`src/rtl/mem_pkg.sv`:
```
// Shared definitions for the single-port-memory FIFO: default widths and
// the per-cycle memory grant encoding.
package mem_pkg;

   localparam int unsigned MEM_DATA_WIDTH = 2;
   localparam int unsigned MEM_ADDR_WIDTH = 2;

   typedef enum logic [1:0] {
      GNT_NONE = 2'd0,
      GNT_WR   = 2'd1,
      GNT_RD   = 2'd2
   } grant_e;

endpackage : mem_pkg

```
`src/rtl/mem_fifo_ctrl.sv`:
```
// Valid/ready FIFO built on a single-port memory with one-cycle read latency;
// one access per cycle, round-robin between write and read.
module mem_fifo_ctrl
   import mem_pkg::*;
#(
   parameter int unsigned DATA_WIDTH = MEM_DATA_WIDTH,
   parameter int unsigned ADDR_WIDTH = MEM_ADDR_WIDTH
) (
   input  logic                  clk,
   input  logic                  rst,
   input  logic                  in_valid,
   output logic                  in_ready,
   input  logic [DATA_WIDTH-1:0] in_data,
   output logic                  out_valid,
   input  logic                  out_ready,
   output logic [DATA_WIDTH-1:0] out_data,
   output logic                  mem_wr,
   output logic                  mem_re,
   output logic [ADDR_WIDTH-1:0] mem_addr,
   output logic [DATA_WIDTH-1:0] mem_din,
   input  logic [DATA_WIDTH-1:0] mem_dout
);

   localparam int unsigned DEPTH = 1 << ADDR_WIDTH;
   localparam int unsigned CNT_W = ADDR_WIDTH + 1;

   logic [ADDR_WIDTH-1:0] wptr_q, wptr_d;
   logic [ADDR_WIDTH-1:0] rptr_q, rptr_d;
   logic [CNT_W-1:0]      count_q, count_d;
   logic                  rd_pend_q, rd_pend_d;
   logic                  out_valid_q, out_valid_d;
   logic [DATA_WIDTH-1:0] out_data_q, out_data_d;
   logic                  last_wr_q, last_wr_d;

   logic   rd_elig;
   logic   wr_go;
   logic   rd_go;
   grant_e grant;

   // Arbitration: a read is only issued when the output register is free,
   // so the memory dout can always be captured the cycle after mem_re.
   always_comb begin
      rd_elig  = (count_q != '0) && !rd_pend_q && !out_valid_q;
      in_ready = (count_q != CNT_W'(DEPTH)) && !(rd_elig && last_wr_q) && !rst;
      wr_go    = in_valid && in_ready;
      rd_go    = rd_elig && !wr_go && !rst;

      if (wr_go) begin
         grant = GNT_WR;
      end else if (rd_go) begin
         grant = GNT_RD;
      end else begin
         grant = GNT_NONE;
      end

      mem_wr   = wr_go;
      mem_re   = rd_go;
      mem_addr = wr_go ? wptr_q : rptr_q;
      mem_din  = in_data;
   end

   // Next-state for pointers, occupancy and the output register.
   always_comb begin
      wptr_d      = wptr_q;
      rptr_d      = rptr_q;
      count_d     = count_q;
      rd_pend_d   = rd_pend_q;
      out_valid_d = out_valid_q;
      out_data_d  = out_data_q;
      last_wr_d   = last_wr_q;

      if (rd_pend_q) begin
         out_data_d  = mem_dout;
         out_valid_d = 1'b1;
         rd_pend_d   = 1'b0;
      end else if (out_valid_q && out_ready) begin
         out_valid_d = 1'b0;
      end

      case (grant)
         GNT_WR: begin
            wptr_d    = wptr_q + ADDR_WIDTH'(1);
            count_d   = count_q + CNT_W'(1);
            last_wr_d = 1'b1;
         end
         GNT_RD: begin
            rptr_d    = rptr_q + ADDR_WIDTH'(1);
            count_d   = count_q - CNT_W'(1);
            rd_pend_d = 1'b1;
            last_wr_d = 1'b0;
         end
         default: begin
         end
      endcase
   end

   always_ff @(posedge clk) begin
      if (rst) begin
         wptr_q      <= '0;
         rptr_q      <= '0;
         count_q     <= '0;
         rd_pend_q   <= 1'b0;
         out_valid_q <= 1'b0;
         out_data_q  <= '0;
         last_wr_q   <= 1'b0;
      end else begin
         wptr_q      <= wptr_d;
         rptr_q      <= rptr_d;
         count_q     <= count_d;
         rd_pend_q   <= rd_pend_d;
         out_valid_q <= out_valid_d;
         out_data_q  <= out_data_d;
         last_wr_q   <= last_wr_d;
      end
   end

   assign out_valid = out_valid_q;
   assign out_data  = out_data_q;

endmodule : mem_fifo_ctrl
```
`config.mk`:
```
export PLATFORM = sky130hd
export DESIGN_NAME = mem_fifo_ctrl
export DESIGN_NICKNAME = d
export VERILOG_FILES = /design/src/rtl/mem_pkg.sv /design/src/rtl/mem_fifo_ctrl.sv
export SDC_FILE = /design/constraint.sdc
export NUM_CORES = 1
export LEC_CHECK = 0
export CAP_MARGIN = 20
export CELL_PAD_IN_SITES_DETAIL_PLACEMENT = 1
export CELL_PAD_IN_SITES_GLOBAL_PLACEMENT = 2
export CORE_MARGIN = 10
export CORE_UTILIZATION = 28
export CTS_BUF_LIST = sky130_fd_sc_hd__clkbuf_8
export CTS_CLUSTER_SIZE = 16
export DETAILED_ROUTE_END_ITERATION = 12
export GPL_TIMING_DRIVEN = 0
export PLACE_DENSITY = 0.87
export SLEW_MARGIN = 10
export SYNTH_ARGS = -nofsm -noshare
export SYNTH_HDL_FRONTEND = slang
export SYNTH_SLANG_ARGS = --single-unit
```
`constraint.sdc`:
```
create_clock -name clk -period 2.6 [get_ports clk]
set_clock_uncertainty 0.1 [all_clocks]
set_input_delay 0.26 -clock clk [delete_from_list [all_inputs] [get_ports clk]]
set_output_delay 0.26 -clock clk [all_outputs]
set_load 0.005 [all_outputs]
```
==> impl_metrics.py <==
metrics = {
    "worst_setup_path": {
        "critical_path_class": "in2out",
        "startpoint_type": "input port",
        "crit_path_end_kind": "output port",
        "worst_ep_required_time_ps": 2240,
        "arrival_ps": 2030,
        "critPathMaxFanout": 5,
    },
    "yosys": {
        "ys.flop_type": "dfxtp_1",
        "syn_area_um2": 660.6,
        "postSynthAreaPerCell_um2": 9.050,
        "synthCells": 73,
        "yosysSeqAreaShare_pct": 36.36,
        "synth_edf_count": 0,
        "synth_common_cells": "12 x dfxtp_1, 9 x nor2_1",
        "synth.distinct_cells": 32,
        "synth_top_area_share_pct": 36.36,
        "synth_seq_cells": 12,
        "synthTopCellsByArea": "dfxtp_1 36%, mux2i_1 6.1%, nor2_1 5.1%, mux2_1 5.1%, a2111oi_4 4.2%",
        "synth_async_sr_flop_share_pct": 0,
        "synth_fp_nets": 82,
        "synth.most_common_cell": "dfxtp_1",
        "yosys_warnings": 0,
        "yosysTopAreaCell": "dfxtp_1",
    },
    "worst_hold_path": {
        "holdCritPathClass": "in2reg",
    },
    "cts": {
        "cts_tree": "yes",
        "cts_root_buf": "clkbuf_8",
        "clock-sinks": 12,
        "clk_latency_ps": 240,
        "cts_hold_buf": 0,
        "post_cts_resized": 0,
        "cts_setup_buffers": 0,
        "clockBufferDepth": 2,
        "cts_buffers": 3,
        "clkSlewWorstSetupHoldPaths_ps": 60,
        "cts_max_level": 1,
    },
    "grt": {
        "antenna_found_initial": 0,
        "grtUsageTotal_pct": 8.148,
        "grt_pass1_vias": 591,
        "use_met2_pct": 12.10,
        "top_usage_layer": "met2",
        "grt_max_degree": 11,
        "grt_use_met3_pct": 4.509,
        "grt.met1_usage_pct": 9.066,
        "grt_pass1_wl_um": 2904,
        "grt.overflow.total": 0,
    },
    "power_and_ir_drop": {
        "p_seq_share_pct": 33.0,
        "ir_drop_v": 0.0004724,
        "power_frac_clock_pct": 21.7,
        "switching_share_pct": 35.37,
        "power.density_mw_per_mm2": 1060,
        "p_total_uw": 954.7,
        "combPwrFrac_pct": 45.3,
        "leakage_uw": 0.0003640,
        "internal_power_uw": 617.0,
        "p_sw_uw": 337.7,
    },
    "sta": {
        "final-hold-violation-count": 0,
        "tightest_slew_ps": 497.7,
        "fin_setup_tns_ps": 0,
        "maxSlewViolCount": 0,
        "fin_crit_sh_pct": 92.08,
        "rsz0062_at_grt": "false",
        "fin_ws_ps": 206.0,
        "slew_headroom_pct": 66.82,
        "max_freq_mhz": 417.7,
        "setup_viol": 0,
        "fin_crit_ps": 2394,
    },
    "layout": {
        "nets": 101,
        "diodes": 0,
        "syn2layout_area_growth_pct": 36.36,
        "layout-drive-gt1-share_pct": 15.38,
        "fillers": 277,
    },
    "die": {
        "dieArea_mm2": 0.004703,
        "io_pins": 18,
        "initial_core_util_pct": 29.58,
        "core_area_mm2": 0.002233,
        "rows": 17,
        "fp.dieH_um": 68.58,
        "die_w_um": 68.58,
    },
    "drt": {
        "drc": 0,
        "drt_pass1_iterations": 2,
        "drtIter0Drc": 4,
        "drt-total-wl_um": 1654,
        "vias": 578,
        "wl_per_cell_um": 13.90,
        "final_antenna_net_count": 0,
        "vias_per_cell": 4.857,
    },
    "placement": {
        "place_congestion": 0.7089,
        "dp_hpwl_um": 1302,
        "post-place-ws_ps": 43.48,
        "numPortBuffers": 14,
    },
    "outcome": {
        "status": "complete, no violations",
    },
    "run": {
        "drv_cap": 0,
    },
}
==> state kept, by name (all words and copies together) (netlist names) <==
name and cells:
out_data 2, count_q 3, out_valid 1, rptr_q 2
rd_pend_q 1, wptr_q 2, last_wr_q 1
==> worst paths after layout <==
check / start / endpoint / cells past startpoint / slack, ps
max: in_valid / mem_addr[1] / 6 / 210
min: rst / rptr_q[1] / 3 / 350
max reg2reg: count_q[0] / count_q[2] / 7 / 360
min reg2reg: wptr_q[1] / wptr_q[1] / 1 / 370
==> cells in the final DEF (no fill, tap or decap), types with 2 or more instances in the layout <==
cell type / n
clkdlybuf4s50_1: 14
dfxtp_1: 12
nor2_1: 9
o21ai_0: 4
nor2b_1: 4
a21oi_1: 4
mux2i_1: 4
clkbuf_8: 4
nand2_1: 3
mux2_1: 3
nor3b_2: 2
nand2b_1: 2
inv_1: 2
or2_1: 2
nor3_1: 2
buf_4: 2
==> critical path, cell delays in order <==
cell	delay, ps
clkdlybuf4s50_1	520
nand2b_1	80
nor2_1	290
nand2_1	140
mux2_2	250
clkdlybuf4s50_1	500
==> per-layer routing <==
metal / part of all wire, % / vias up / routed length (um)
met5: 0 / - / 0
met4: 1.6 / 0 / 26
met3: 9.4 / 4 / 156
met2: 47 / 13 / 781
met1: 42 / 267 / 690
li1: - / 294 / -
==> power groups by stage <==
stage / registers [uW] / logic [uW] / clock network (uW)
2_1_floorplan: 299 / 301 / 0
6_report: 315 / 433 / 207
5_1_grt: 327 / 489 / 223
4_1_cts: 312 / 440 / 212
3_5_place_dp: 315 / 433 / 0
3_3_place_gp: 313 / 423 / 0
==> per-stage QoR <==
stage,hold slack [ps],utilization (%),cells,instance area [um2]
3_3_place_gp,345.3,37.42,115,835.8
4_1_cts,352.6,39.89,119,890.9
3_5_place_dp,372.1,37.42,115,835.8
6_report,349.5,40.34,119,900.9
2_1_floorplan,307.2,-,73,660.6
5_1_grt,380.0,40.34,119,900.9
==> layout make-up <==
type,count,area [um2],area share (%)
plain buffers,4,23.77,2.639
clock buffers,4,55.05,6.111
inverters,2,7.507,0.8333
multi-input cells,55,399.1,44.31
flip-flops and latches,12,240.2,26.67
well taps,28,35.03,3.889
repair buffers,14,140.1,15.56
==> cells by family (layout without fill, tap and decap cells) <==
group                      count (synthesis)  after routing  share of synthesized area, %
DFF                                       12             12                         36.36
buffers and inverters                      6             24                         4.733
AOI/OAI and AO/OA                         14             14                         17.05
muxes                                      8              8                         12.88
and+or+nand+nor                           31             31                         25.76
adders and majority gates                  1              1                         1.894
xor gates and xnor gates                   1              1                         1.326
(Power assumes the default switching activity.)
